<file path="config.mk">
export PLATFORM = sky130hd
export DESIGN_NAME = axil_mem_tester_flat
export DESIGN_NICKNAME = d
export VERILOG_FILES = /design/src/rtl/axil_mem_tester_pkg.sv /design/src/rtl/taxi_axil_if.sv /design/src/rtl/axil_mem_tester_lfsr32.sv /design/src/rtl/axil_mem_tester.sv /design/src/flat_wrapper.sv
export SDC_FILE = /design/constraint.sdc
export NUM_CORES = 1
export LEC_CHECK = 0
export BUFFER_PORTS_ARGS = -buffer_cell sky130_fd_sc_hd__buf_2
export CAP_MARGIN = 15
export CORE_UTILIZATION = 54
export CTS_CLUSTER_SIZE = 14
export DETAILED_ROUTE_END_ITERATION = 6
export PLACE_DENSITY = 0.86
export SLEW_MARGIN = 20
export SYNTH_ARGS = -nofsm -noshare
export SYNTH_HDL_FRONTEND = slang
export SYNTH_HIERARCHICAL = 1
export SYNTH_SLANG_ARGS = --single-unit
</file>
<file path="constraint.sdc">
create_clock -name clk -period 5.32 [get_ports clk]
set_input_delay 0.532 -clock clk [delete_from_list [all_inputs] [get_ports clk]]
set_output_delay 0.532 -clock clk [all_outputs]
set_load 0.01 [all_outputs]
</file>
<file path="src/rtl/axil_mem_tester_pkg.sv">
// AXI-Lite memory tester shared types.
// State encoding, LFSR mask and response codes.
package axil_mem_tester_pkg;

  typedef enum logic [2:0] {
    IDLE,
    WR_REQ,
    WR_RESP,
    RD_REQ,
    RD_RESP,
    DONE
  } state_t;

  localparam logic [31:0] LFSR_MASK = 32'h8020_0003;
  localparam logic [1:0] AXI_RESP_OKAY = 2'b00;

  function automatic logic [31:0] lfsr_next(
    input logic [31:0] v
  );
    return (v >> 1) ^ (v[0] ? LFSR_MASK : 32'h0);
  endfunction

endpackage

</file>
<file path="src/rtl/taxi_axil_if.sv">
// 32-bit AXI-Lite bundle.
// man drives requests, sub answers them.
interface taxi_axil_if;
  logic [31:0] awaddr;
  logic [2:0]  awprot;
  logic        awvalid;
  logic        awready;
  logic [31:0] wdata;
  logic [3:0]  wstrb;
  logic        wvalid;
  logic        wready;
  logic [1:0]  bresp;
  logic        bvalid;
  logic        bready;
  logic [31:0] araddr;
  logic [2:0]  arprot;
  logic        arvalid;
  logic        arready;
  logic [31:0] rdata;
  logic [1:0]  rresp;
  logic        rvalid;
  logic        rready;

  modport man (
    output awaddr, awprot, awvalid,
    input  awready,
    output wdata, wstrb, wvalid,
    input  wready,
    input  bresp, bvalid,
    output bready,
    output araddr, arprot, arvalid,
    input  arready,
    input  rdata, rresp, rvalid,
    output rready
  );

  modport sub (
    input  awaddr, awprot, awvalid,
    output awready,
    input  wdata, wstrb, wvalid,
    output wready,
    output bresp, bvalid,
    input  bready,
    input  araddr, arprot, arvalid,
    output arready,
    output rdata, rresp, rvalid,
    input  rready
  );
endinterface

</file>
<file path="src/rtl/axil_mem_tester_lfsr32.sv">
// 32-bit Galois LFSR, right shift.
// load takes priority over step.
import axil_mem_tester_pkg::*;

module lfsr32 #(
  parameter logic [31:0] RST_VAL = 32'h1
) (
  input  logic        clk,
  input  logic        rst,
  input  logic        load,
  input  logic [31:0] load_val,
  input  logic        step,
  output logic [31:0] value
);

  always_ff @(posedge clk) begin
    if (rst) begin
      value <= RST_VAL;
    end else if (load) begin
      value <= load_val;
    end else if (step) begin
      value <= lfsr_next(value);
    end
  end

endmodule

</file>
<file path="src/rtl/axil_mem_tester.sv">
// Writes an LFSR pattern over AXI-Lite,
// reads it back and counts errors.
import axil_mem_tester_pkg::*;

module axil_mem_tester #(
  parameter int unsigned N_WORDS   = 16,
  parameter logic [31:0] ADDR_BASE = 32'h0000_0000,
  parameter logic [31:0] SEED      = 32'hACE1_2024
) (
  input  logic        clk,
  input  logic        rst,
  taxi_axil_if.man    axi_if,
  input  logic        start,
  output logic        busy,
  output logic        done,
  output logic        pass,
  output logic [15:0] err_count,
  output logic [31:0] first_err_addr
);

  localparam logic [15:0] LAST = 16'(N_WORDS - 1);

  state_t      state;
  logic [15:0] idx;
  logic [31:0] lfsr_q;
  logic [31:0] addr;
  logic        awv, wv, bre, arv, rre;
  logic        last, go, b_hs, r_hs;
  logic        err_hit, lfsr_load, lfsr_step;
  logic        aw_ok, w_ok;

  assign addr = ADDR_BASE + {14'd0, idx, 2'b00};
  assign last = idx == LAST;
  assign go   = start && (state == IDLE || state == DONE);
  assign b_hs = state == WR_RESP && axi_if.bvalid;
  assign r_hs = state == RD_RESP && axi_if.rvalid;
  assign aw_ok = !awv || axi_if.awready;
  assign w_ok  = !wv || axi_if.wready;

  assign err_hit =
    (b_hs && axi_if.bresp != AXI_RESP_OKAY) ||
    (r_hs && (axi_if.rdata != lfsr_q ||
              axi_if.rresp != AXI_RESP_OKAY));

  // The read pass replays the write sequence from SEED.
  assign lfsr_load = go || (b_hs && last);
  assign lfsr_step = (b_hs || r_hs) && !lfsr_load;

  lfsr32 #(.RST_VAL(SEED)) u_lfsr (
    .clk      (clk),
    .rst      (rst),
    .load     (lfsr_load),
    .load_val (SEED),
    .step     (lfsr_step),
    .value    (lfsr_q)
  );

  assign axi_if.awaddr  = addr;
  assign axi_if.awprot  = 3'b000;
  assign axi_if.awvalid = awv;
  assign axi_if.wdata   = lfsr_q;
  assign axi_if.wstrb   = 4'hF;
  assign axi_if.wvalid  = wv;
  assign axi_if.bready  = bre;
  assign axi_if.araddr  = addr;
  assign axi_if.arprot  = 3'b000;
  assign axi_if.arvalid = arv;
  assign axi_if.rready  = rre;

  always_ff @(posedge clk) begin
    if (rst) begin
      state          <= IDLE;
      idx            <= '0;
      awv            <= 1'b0;
      wv             <= 1'b0;
      bre            <= 1'b0;
      arv            <= 1'b0;
      rre            <= 1'b0;
      busy           <= 1'b0;
      done           <= 1'b0;
      pass           <= 1'b0;
      err_count      <= '0;
      first_err_addr <= '0;
    end else begin
      if (err_hit) begin
        if (err_count != 16'hFFFF)
          err_count <= err_count + 16'd1;
        if (err_count == 16'd0)
          first_err_addr <= addr;
      end
      case (state)
        IDLE, DONE: begin
          if (go) begin
            state          <= WR_REQ;
            idx            <= '0;
            awv            <= 1'b1;
            wv             <= 1'b1;
            busy           <= 1'b1;
            done           <= 1'b0;
            pass           <= 1'b0;
            err_count      <= '0;
            first_err_addr <= '0;
          end
        end
        WR_REQ: begin
          if (axi_if.awready) awv <= 1'b0;
          if (axi_if.wready) wv <= 1'b0;
          if (aw_ok && w_ok) begin
            state <= WR_RESP;
            bre   <= 1'b1;
          end
        end
        WR_RESP: begin
          if (b_hs) begin
            bre <= 1'b0;
            if (last) begin
              idx   <= '0;
              arv   <= 1'b1;
              state <= RD_REQ;
            end else begin
              idx   <= idx + 16'd1;
              awv   <= 1'b1;
              wv    <= 1'b1;
              state <= WR_REQ;
            end
          end
        end
        RD_REQ: begin
          if (axi_if.arready) begin
            arv   <= 1'b0;
            rre   <= 1'b1;
            state <= RD_RESP;
          end
        end
        RD_RESP: begin
          if (r_hs) begin
            rre <= 1'b0;
            if (last) begin
              busy  <= 1'b0;
              done  <= 1'b1;
              pass  <= err_count == 16'd0 && !err_hit;
              state <= DONE;
            end else begin
              idx   <= idx + 16'd1;
              arv   <= 1'b1;
              state <= RD_REQ;
            end
          end
        end
        default: state <= IDLE;
      endcase
    end
  end

endmodule

</file>
<file path="src/flat_wrapper.sv">
// flat-port wrapper written by rule: the top's interface ports become plain ports
module axil_mem_tester_flat 
#(
  parameter int unsigned N_WORDS   = 16,
  parameter logic [31:0] ADDR_BASE = 32'h0000_0000,
  parameter logic [31:0] SEED      = 32'hACE1_2024
)
  (clk, rst, start, busy, done, pass, err_count, first_err_addr, axi_if_awaddr, axi_if_awprot, axi_if_awvalid, axi_if_awready, axi_if_wdata, axi_if_wstrb, axi_if_wvalid, axi_if_wready, axi_if_bresp, axi_if_bvalid, axi_if_bready, axi_if_araddr, axi_if_arprot, axi_if_arvalid, axi_if_arready, axi_if_rdata, axi_if_rresp, axi_if_rvalid, axi_if_rready);
  taxi_axil_if axi_if_i ();
  input  logic clk;
  input  logic rst;
  input  logic start;
  output logic busy;
  output logic done;
  output logic pass;
  output logic [15:0] err_count;
  output logic [31:0] first_err_addr;
  output wire logic [$bits(axi_if_i.awaddr)-1:0] axi_if_awaddr;
  output wire logic [$bits(axi_if_i.awprot)-1:0] axi_if_awprot;
  output wire logic [$bits(axi_if_i.awvalid)-1:0] axi_if_awvalid;
  input wire logic [$bits(axi_if_i.awready)-1:0] axi_if_awready;
  output wire logic [$bits(axi_if_i.wdata)-1:0] axi_if_wdata;
  output wire logic [$bits(axi_if_i.wstrb)-1:0] axi_if_wstrb;
  output wire logic [$bits(axi_if_i.wvalid)-1:0] axi_if_wvalid;
  input wire logic [$bits(axi_if_i.wready)-1:0] axi_if_wready;
  input wire logic [$bits(axi_if_i.bresp)-1:0] axi_if_bresp;
  input wire logic [$bits(axi_if_i.bvalid)-1:0] axi_if_bvalid;
  output wire logic [$bits(axi_if_i.bready)-1:0] axi_if_bready;
  output wire logic [$bits(axi_if_i.araddr)-1:0] axi_if_araddr;
  output wire logic [$bits(axi_if_i.arprot)-1:0] axi_if_arprot;
  output wire logic [$bits(axi_if_i.arvalid)-1:0] axi_if_arvalid;
  input wire logic [$bits(axi_if_i.arready)-1:0] axi_if_arready;
  input wire logic [$bits(axi_if_i.rdata)-1:0] axi_if_rdata;
  input wire logic [$bits(axi_if_i.rresp)-1:0] axi_if_rresp;
  input wire logic [$bits(axi_if_i.rvalid)-1:0] axi_if_rvalid;
  output wire logic [$bits(axi_if_i.rready)-1:0] axi_if_rready;
  assign axi_if_awaddr = axi_if_i.awaddr;
  assign axi_if_awprot = axi_if_i.awprot;
  assign axi_if_awvalid = axi_if_i.awvalid;
  assign axi_if_i.awready = axi_if_awready;
  assign axi_if_wdata = axi_if_i.wdata;
  assign axi_if_wstrb = axi_if_i.wstrb;
  assign axi_if_wvalid = axi_if_i.wvalid;
  assign axi_if_i.wready = axi_if_wready;
  assign axi_if_i.bresp = axi_if_bresp;
  assign axi_if_i.bvalid = axi_if_bvalid;
  assign axi_if_bready = axi_if_i.bready;
  assign axi_if_araddr = axi_if_i.araddr;
  assign axi_if_arprot = axi_if_i.arprot;
  assign axi_if_arvalid = axi_if_i.arvalid;
  assign axi_if_i.arready = axi_if_arready;
  assign axi_if_i.rdata = axi_if_rdata;
  assign axi_if_i.rresp = axi_if_rresp;
  assign axi_if_i.rvalid = axi_if_rvalid;
  assign axi_if_rready = axi_if_i.rready;
  axil_mem_tester #(.N_WORDS(N_WORDS), .ADDR_BASE(ADDR_BASE), .SEED(SEED)) u_core (.clk(clk), .rst(rst), .axi_if(axi_if_i), .start(start), .busy(busy), .done(done), .pass(pass), .err_count(err_count), .first_err_addr(first_err_addr));
endmodule
</file>
==> summary.txt, run 1 <==
Clock tree
  – Clk sinks: 107
  – Post-CTS Setup Bufs: 0
  – Post-CTS Hold Fix Bufs: 0
  – CTS tree: built
  – Reg clk slew, reported paths: 110 ps
  – Cts bufs inserted: 9
  – H-tree lvl count: 3
  – CTS root buf: clkbuf_8
  – Post-CTS Resized: 0
  – Clk Latency, worst-skew pair: 370 ps
  – Clk buf depth: 2

Route
  – Routed len/inst: 14.2 um
  – DR iter-0 viols: 343
  – Via density: 5.31
  – Final ANT Viol Nets: 0
  – Drt total wl: 13,600 um
  – Via Count: 5,073
  – DR pass1 iterations: 5
  – Number of remaining DRC errors: 0

STA
  – Tcrit/Tclk final: 0.608
  – Setup TNS Final: 0 ps
  – Post-layout min period: 3240 ps
  – Slew @ Worst Pin: 867 ps
  – Maximum clock frequency: 309 MHz
  – Finish-stage setup viols: 0
  – Final number of hold-violating endpoints: 0
  – Worst Clk Skew: 15.4 ps
  – Hold_ws: 459 ps
  – RSZ-0062 raised after global routing: no
  – Max-slew violations: 0
  – Slew margin rel.: 0.422

Pwr
  – Combinational power share: 0.174
  – Tot Pwr: 1.66 mW
  – Switching Fraction: 0.312
  – Sw power: 517 uW
  – Internal power: 1.14 mW
  – Leakage power total: 2.88 nW
  – Sequential fraction of design power: 0.530
  – Pwr Density: 246 mW/mm2
  – Worst vdd ir: 0.165 mV
  – Clock power share: 0.296

Final layout
  – Post-layout util: 0.646
  – Layout cells sized above 1: 0.272
  – P&R area growth vs syn: 14.8%
  – Non-filler instance count after layout: 956
  – Antenna cells: 0
  – Nets: 862

Synth
  – Post-synth EDFFs: 0
  – Async SR Flop Fraction: 0
  – Yosys top cell by area: dfxtp_1
  – Cell count after synthesis: 657
  – Ys flop type: dfxtp_1
  – Register bit total from synthesis: 107
  – Netlist cell types: 66
  – Synthesized area: 0.00586 mm2
  – Yosys top cell area share: 0.365
  – Synth warn: 6
  – Synthesized area per cell: 8.92 um2
  – Synth area leaders: dfxtp_1 37%, mux2i_1 8.0%, buf_4 7.8%, xnor2_1 4.9%, nand2_1 3.5%
  – Sequential share of the synthesized area: 0.365

Run status
  – Status: completed

Setup path
  – Reg2reg setup slack: 2080 ps
  – Worst Setup End Kind: flop
  – R2R Path End: u_core/u_lfsr/value[3]
  – Startpoint Class: flop
  – Reg2Reg Depth: 11
  – Crit path kind: flop to flop
  – Worst endpoint required time: 5540 ps
  – R2r startpoint: u_core/idx[0]
  – Worst path arrival time: 3460 ps
  – CP max FO: 43

Die
  – Io pins: 206
  – Die height: 106 um
  – Die Area: 0.0113 mm2
  – Core Region: 0.0104 mm2
  – Initial Util: 0.563
  – Die X: 106 um
  – FP Rows: 37

Global routing
  – Gr usage total: 0.237
  – First-pass GRT wire length: 21,500 um
  – Vias in the first global route: 4,317
  – GRT Residual Overflow: 0
  – Largest net degree at the start of global routing: 47
  – Antenna violations before repair: 0

Worst hold path
  – Hold Path Cell Cnt: 2
  – Worst Hold Class: flop to flop
  – Hold Crit Start: u_core/first_err_addr[4]
  – Hold Path Sink: u_core/first_err_addr[4]

Placed design
  – I/O Buffers: 163
  – GP Congestion: 0.915
  – Post-DP HPWL: 9610 um
  – Inst Count DP: 940

Flow run
  – MaxCap Viol Count: 0
-- Yosys cell counts, types with 3 or more instances --
| cell | number |
|---|---|
| a21oi_1 | 36 |
| a22oi_1 | 3 |
| a31oi_1 | 3 |
| and3_1 | 8 |
| and4_1 | 4 |
| buf_2 | 11 |
| buf_4 | 61 |
| buf_6 | 3 |
| clkbuf_1 | 15 |
| dfxtp_1 | 107 |
| ha_1 | 3 |
| inv_1 | 9 |
| mux2_2 | 6 |
| mux2_4 | 9 |
| mux2i_1 | 47 |
| nand2_1 | 55 |
| nand2b_1 | 6 |
| nand3_1 | 23 |
| nand4_1 | 18 |
| nor2_1 | 44 |
| nor2_2 | 4 |
| nor2b_1 | 7 |
| nor3_1 | 15 |
| nor3b_1 | 27 |
| nor4_1 | 6 |
| o21ai_0 | 21 |
| o31ai_1 | 3 |
| or3_1 | 8 |
| or4_1 | 3 |
| xnor2_1 | 33 |
| xor2_1 | 17 |
-- placed cells by master (no fill, tap or decap), drive strengths merged, types with 2 or more instances in the layout --
cell type and count:
ha 3, a21oi 37, and3 11, nand2 55, o311ai 2, xnor2 33, a31o 2, and4 6
nor4 6, or3 9, o32a 2, nand4 18, mux2i 47, nor2b 8, nor3b 28, nor3 16
mux2 15, nand4b 2, inv 12, dfxtp 107, o31ai 3, clkbuf 9, o21ai 23, and2 3
conb 74, a22oi 3, clkinv 3, buf 168, nand3 23, nand2b 6, nor2 48, or4 3
xor2 17, a31oi 4
-- per-stage QoR --
step | setup slack, ps | area (um2)
floorplan | 2950 | 6130
global placement | 2270 | 6530
detailed placement | 2170 | 6530
CTS | 2090 | 6730
global route | 1890 | 6730
finish | 2080 | 6730
-- sequential cells by signal, summed over array words and instances (netlist names) --
| signal | flops |
|---|---|
| u_core/axi_if.arvalid | 1 |
| u_core/axi_if.awvalid | 1 |
| u_core/axi_if.bready | 1 |
| u_core/axi_if.rready | 1 |
| u_core/axi_if.wvalid | 1 |
| u_core/busy | 1 |
| u_core/done | 1 |
| u_core/err_count | 16 |
| u_core/first_err_addr | 32 |
| u_core/idx | 16 |
| u_core/pass | 1 |
| u_core/state | 3 |
| u_core/u_lfsr/value | 32 |
-- per-layer routing --
metal | global-route usage | up-vias | wire length, um
li1 | - | 2476 | -
met1 | 0.337 | 2374 | 6240
met2 | 0.372 | 204 | 6410
met3 | 0.0319 | 19 | 790
met4 | 0.0744 | 0 | 174
met5 | 0 | - | 0
-- area by class of cell --
| class | count | area [um2] |
|---|---|---|
| Sequential cell | 107 | 2140 |
| Clock inverter | 7 | 68.8 |
| Timing Repair Buffer | 168 | 853 |
| Fill cell | 893 | 3690 |
| Multi-Input combinational cell | 520 | 3340 |
| Inverter | 9 | 33.8 |
| Tap cell | 136 | 170 |
| Clock buffer | 9 | 124 |
-- worst max-delay path by stage --
stage | startpoint | to | slack (ps) | cells past startpoint
floorplan | u_core/idx[0] | u_core/u_lfsr/value[10] | 2950 | 12
global placement | u_core/idx[0] | u_core/u_lfsr/value[7] | 2270 | 11
detailed placement | u_core/idx[0] | u_core/u_lfsr/value[8] | 2170 | 11
CTS | u_core/idx[0] | u_core/u_lfsr/value[3] | 2090 | 11
global route | u_core/idx[0] | u_core/u_lfsr/value[8] | 1890 | 11
finish | u_core/idx[0] | u_core/u_lfsr/value[3] | 2080 | 11
-- worst max-delay path, stage by stage (launching register included) --
cell     delay, ps
dfxtp_1        380
ha_1           240
and3_1         240
and4_1         330
a31oi_1        310
o22ai_4        100
buf_4          280
a21oi_4        160
buf_4          460
mux2_2         390
mux2i_1        130
nor2_1          60
-- power groups by stage --
| stage | combinational [mW] | clock, mW | sequential, mW |
|---|---|---|---|
| after floorplan | 0.224 | 0 | 0.894 |
| after global placement | 0.280 | 0 | 0.895 |
| after detailed placement | 0.284 | 0 | 0.896 |
| after CTS | 0.285 | 0.502 | 0.878 |
| after global routing | 0.317 | 0.539 | 0.883 |
| final | 0.289 | 0.490 | 0.879 |
-- cell families after synthesis --
group	count (synthesis)	share of synthesized area
and+or+nand+nor	247	0.235
DFF	107	0.365
buffers and inverters	102	0.116
AOI/OAI and AO/OA	84	0.0860
muxes	62	0.115
xor gates and xnor gates	50	0.0747
adders and majority gates	3	0.00641
other	2	0.00128
Power figures use the tool's default switching activity.
==> run 2: changes to the inputs <==
Settings changed: CORE_UTILIZATION 54 to 46, PLACE_DENSITY 0.86 to 0.78.
Clock period 5.32 ns to 2.6 ns, I/O delays scaled along.
==> run 2 against run 1 <==
  * Clock power grew to 2.7 times the previous value
  * Non-clock buffer count rose by 30
  * Critical endpoint unchanged
  * Global-route usage fell by 2.4 points
==> summary.txt, run 2 (synthesis gave the netlist of run 1 again) <==
Setup path
  – CP max stage cell: mux2_2
  – CP max FO: 9
  – R2r startpoint: u_core/idx[0]
  – Crit-path max cell delay: 350 ps
  – Worst path arrival time: 2730 ps
  – Worst Setup End Kind: flop
  – R2R Path End: u_core/u_lfsr/value[3]
  – Startpoint Class: flop
  – Delay-heaviest family, CP: compound AO/OA/AOI/OAI gates
  – Reg2Reg Depth: 10
  – Crit path kind: flop to flop
  – Worst endpoint required time: 2830 ps
  – Reg2reg setup slack: 100 ps
  – CP bufs+invs: 1
  – Crit path cell chain: ha_1 -> and3_1 -> and4_1 -> a31oi_1 -> o22ai_4 -> a21oi_4 -> buf_4 -> mux2_2 -> mux2i_1 -> nor2_1

Placed design
  – Placed cell areas: 0.00682 mm2
  – Post-DP HPWL: 10,400 um
  – Pre-CTS setup slack: 76.2 ps
  – I/O Buffers: 163
  – GP Congestion: 0.871

STA
  – Worst Clk Skew: 9.27 ps
  – Post-layout min period: 2500 ps
  – Final number of hold-violating endpoints: 0
  – Hold_ws: 267 ps
  – Slew margin rel.: 0.534
  – Tcrit/Tclk final: 0.960
  – Maximum clock frequency: 401 MHz
  – Setup TNS Final: 0 ps
  – Finish-stage setup viols: 0
  – RSZ-0062 raised after global routing: no
  – Max-slew violations: 0
  – Final worst-path setup slack: 105 ps
  – Slew @ Worst Pin: 688 ps

Run status
  – Status: completed

Flow run
  – MaxCap Viol Count: 0

Clock tree
  – CTS tree: built
  – Clk Latency, worst-skew pair: 350 ps
  – Clk buf depth: 2
  – H-tree lvl count: 3
  – Cts bufs inserted: 9
  – Clk sinks: 107
  – Post-CTS Resized: 0
  – Reg clk slew, reported paths: 70 ps
  – CTS root buf: clkbuf_16

Global routing
  – Largest net degree at the start of global routing: 43
  – Antenna violations before repair: 0
  – Vias in the first global route: 4,443
  – Gr usage total: 0.213
  – GRT Residual Overflow: 0
  – First-pass GRT wire length: 22,100 um

Final layout
  – Final Instance Area: 0.00712 mm2
  – P&R area growth vs syn: 21.5%
  – Nets: 892
  – Layout cells sized above 1: 0.296
  – Fillers: 1,131
  – Commonest non-fill, non-tap cell in the layout: buf_2
  – Most frequent cells in the layout: 163 x buf_2, 107 x dfxtp_1, 74 x conb_1, 55 x nand2_1, 47 x mux2i_1
  – Antenna cells: 0
  – Largest registers: u_core/first_err_addr (32), u_core/u_lfsr/value (32)

Route
  – Drt total wl: 14,300 um
  – Number of remaining DRC errors: 0
  – DR pass1 iterations: 5
  – Via density: 5.03
  – Final ANT Viol Nets: 0
  – Via Count: 5,116
  – Routed len/inst: 14.0 um
  – DR iter-0 viols: 368

Worst hold path
  – Hold Path Cell Cnt: 2
  – Hold Crit Start: rst
  – Worst Hold Class: input port to flop
  – Hold Path Sink: u_core/axi_if.bready

Die
  – Io pins: 206
  – Core Region: 0.0122 mm2
  – FP Rows: 40
  – Die Area: 0.0132 mm2
  – Die X: 115 um
  – Initial Util: 0.480
  – Die height: 115 um

Pwr
  – Pwr Density: 528 mW/mm2
  – Leakage power total: 3.09 nW
  – Worst vdd ir: 0.453 mV
run 2: changes by cell type in the layout (fill, tap and decap cells not counted), sizes merged:
cell and change:
buf +30, clkbuf +2, inv -2
run 2: timing repair:
action	4_1_cts	5_1_grt
endpoints found under the setup margin	0	2
setup buffers	0	1
hold buffers	0	0
run 2: worst register-to-register path, stage by stage (launching register included):
cell and delay, ps:
dfxtp_1 320, ha_1 210, and3_1 200, and4_1 220, a31oi_1 280, o22ai_4 130, a21oi_4 240, buf_4 250
mux2_2 350, mux2i_1 130, nor2_1 60
run 2: per-layer routing:
metal	up-vias	global-route usage	routed length [um]
li1	2537	-	-
met1	2383	0.286	6690
met2	176	0.341	6730
met3	20	0.0401	588
met4	0	0.0788	265
met5	-	0	0
run 2: where the power goes:
group	switching [mW]	leakage, nW	internal [mW]
clock	0.626	0.145	0.714
combinational	0.361	2.08	0.282
sequential	0.0783	0.869	1.70
run 2: worst max-delay path by stage:
| stage | cells after the start | start | slack [ps] | endpoint |
|---|---|---|---|---|
| global route | 10 | u_core/idx[0] | 30 | u_core/u_lfsr/value[3] |
| CTS | 10 | u_core/idx[0] | 10 | u_core/u_lfsr/value[3] |
| global placement | 10 | u_core/idx[0] | 110 | u_core/u_lfsr/value[3] |
| detailed placement | 10 | u_core/idx[0] | 80 | u_core/u_lfsr/value[3] |
| finish | 10 | u_core/idx[0] | 100 | u_core/u_lfsr/value[3] |
| floorplan | 12 | u_core/idx[0] | 230 | u_core/u_lfsr/value[10] |
run 2: area by class of cell:
cell class | count | area (um2) | area share
clock buffers | 11 | 253 | 0.0355
multi-input cells | 520 | 3330 | 0.468
flip-flops and latches | 107 | 2140 | 0.301
repair buffers | 198 | 1100 | 0.155
well taps | 168 | 210 | 0.0295
clock inverters | 5 | 46.3 | 0.00650
inverters | 9 | 33.8 | 0.00474
run 2: metrics by stage:
step                       util  total power, mW  cells
after floorplan               -             2.29    729
after global placement    0.558             2.44   1001
after detailed placement  0.558             2.45   1001
after CTS                 0.583             3.79   1017
after global routing      0.583             3.93   1018
final                     0.583             3.76   1018
==> run 3: changes to the inputs <==
Settings changed: SETUP_SLACK_MARGIN set to 0.2.
==> run 3 against run 2 <==
  * Wire length rose by 0.29%
  * Sequential cell count did not move
  * Register-to-register slack improved by 140 ps
  * Worst hold slack improved by 0.93 ps
  * Sequential power barely moved
  * Worst setup slack improved by 140 ps
  * Clock power barely moved
  * Critical path depth fell by 3
==> summary.txt, run 3 (synthesis gave the netlist of run 1 again) <==
Final layout
  – Largest registers: u_core/first_err_addr (32), u_core/u_lfsr/value (32)
  – Fillers: 1,125
  – Layout cells sized above 1: 0.301
  – Post-layout util: 0.586
  – Nets: 892
  – Flip-flop and latch area: 0.00214 mm2
  – P&R area growth vs syn: 22.2%
  – Multi-input gate area: 0.00336 mm2
  – Most frequent cells in the layout: 163 x buf_2, 107 x dfxtp_1, 74 x conb_1, 55 x nand2_1, 47 x mux2i_1
  – Non-filler instance count after layout: 1,018
  – Commonest non-fill, non-tap cell in the layout: buf_2
  – Final Instance Area: 0.00716 mm2
  – Antenna cells: 0

Setup path
  – CP max FO: 21
  – Reg2Reg Depth: 7
  – Crit path kind: flop to flop
  – Worst endpoint required time: 2870 ps
  – R2R Path End: u_core/err_count[8]
  – Worst path arrival time: 2630 ps
  – Worst Setup EP: u_core/err_count[8]
  – Startpoint Class: flop
  – Worst Setup SP: u_core/state[1]
  – Worst Setup End Kind: flop
  – R2r startpoint: u_core/state[1]
  – Reg2reg setup slack: 240 ps

Route
  – Routed len/inst: 14.1 um
  – DR iter-0 viols: 411
  – Drt total wl: 14,300 um
  – Via density: 5.01
  – Final ANT Viol Nets: 0
  – Via Count: 5,105
  – Number of remaining DRC errors: 0
  – DR pass1 iterations: 5

STA
  – Setup TNS Final: 0 ps
  – Slew margin rel.: 0.519
  – Maximum clock frequency: 424 MHz
  – RSZ-0062 raised after global routing: yes
  – Post-layout min period: 2360 ps
  – Tcrit/Tclk final: 0.908
  – Final number of hold-violating endpoints: 0
  – Worst Clk Skew: 9.16 ps
  – Hold_ws: 268 ps
  – Slew @ Worst Pin: 711 ps
  – Max-slew violations: 0
  – Final worst-path setup slack: 240 ps
  – Finish-stage setup viols: 0

Clock tree
  – H-tree lvl count: 3
  – Clk buf depth: 2
  – Reg clk slew, reported paths: 70 ps
  – Cts bufs inserted: 9
  – CTS tree: built
  – Clk Latency, worst-skew pair: 350 ps
  – CTS root buf: clkbuf_16
  – Clk sinks: 107

Placed design
  – Placed cell areas: 0.00682 mm2
  – Inst Count DP: 1,001
  – GP Congestion: 0.871
  – I/O Buffers: 163
  – Post-DP HPWL: 10,400 um
  – Pre-CTS setup slack: 76.2 ps

Die
  – FP Rows: 40
  – Io pins: 206
  – Die Area: 0.0132 mm2
  – Initial Util: 0.480
  – Core Region: 0.0122 mm2
  – Die X: 115 um
  – Die height: 115 um

Global routing
  – Vias in the first global route: 4,447
  – Gr usage total: 0.214
  – First-pass GRT wire length: 22,200 um
  – GRT Residual Overflow: 0
  – Largest net degree at the start of global routing: 43
  – Antenna violations before repair: 0

Pwr
  – Worst vdd ir: 0.453 mV
  – Tot Pwr: 3.77 mW
  – Clock power share: 0.355
  – Sequential fraction of design power: 0.473
  – Combinational power share: 0.172
  – Pwr Density: 526 mW/mm2
  – Leakage power total: 3.10 nW
  – Internal power: 2.70 mW
  – Sw power: 1.07 mW
  – Switching Fraction: 0.283

Run status
  – Status: completed

Worst hold path
  – Worst Hold Class: input port to flop
  – Hold Crit Start: rst

Flow run
  – MaxCap Viol Count: 0
run 3: cell counts in the layout (fill, tap and decap cells not counted):
Identical to the previous run, type by type.
run 3: power by group through the flow:
stage	Combinational (mW)	Clock (mW)	Sequential, mW
after global routing	0.708	1.44	1.79
after CTS	0.639	1.37	1.78
after detailed placement	0.635	0	1.82
after floorplan	0.458	0	1.83
after global placement	0.623	0	1.82
final	0.648	1.34	1.78
run 3: cell type report:
cell class | instances | share of cell area
multi-input combinational | 520 | 0.470
sequential | 107 | 0.299
timing repair buffer | 198 | 0.155
clock buffer | 11 | 0.0353
tap | 168 | 0.0294
clock inverter | 5 | 0.00647
inverter | 9 | 0.00472
run 3: routing by layer:
layer	routed length [um]	vias up	track usage
li1	-	2530	-
met1	6600	2358	0.286
met4	303	0	0.0788
met2	6710	191	0.343
met3	701	26	0.0401
met5	0	-	0
run 3: worst max-delay path, stage by stage, from the launching register on:
cell and delay, ps:
dfxtp_1 600, nand4bb_4 260, nor2_2 240, nor3_1 90, and4_1 200, buf_4 220
or4_1 510, a21oi_1 160
run 3: worst min path at each step:
stage | endpoint | slack [ps] | cells past startpoint
after floorplan | u_core/busy | 340 | 1
after global placement | u_core/pass | 440 | 2
after detailed placement | u_core/first_err_addr[16] | 450 | 2
after CTS | u_core/u_lfsr/value[4] | 250 | 2
after global routing | u_core/state[0] | 270 | 2
final | u_core/axi_if.bready | 270 | 2
run 3: timing repair:
action / CTS / global route
hold endpoints to repair: 0 / 0
setup endpoints to repair: 14 / 26
hold buffers: 0 / 0
gates resized for setup: 1 / 6
pin swaps: 0 / 1
setup buffers: 1 / 0
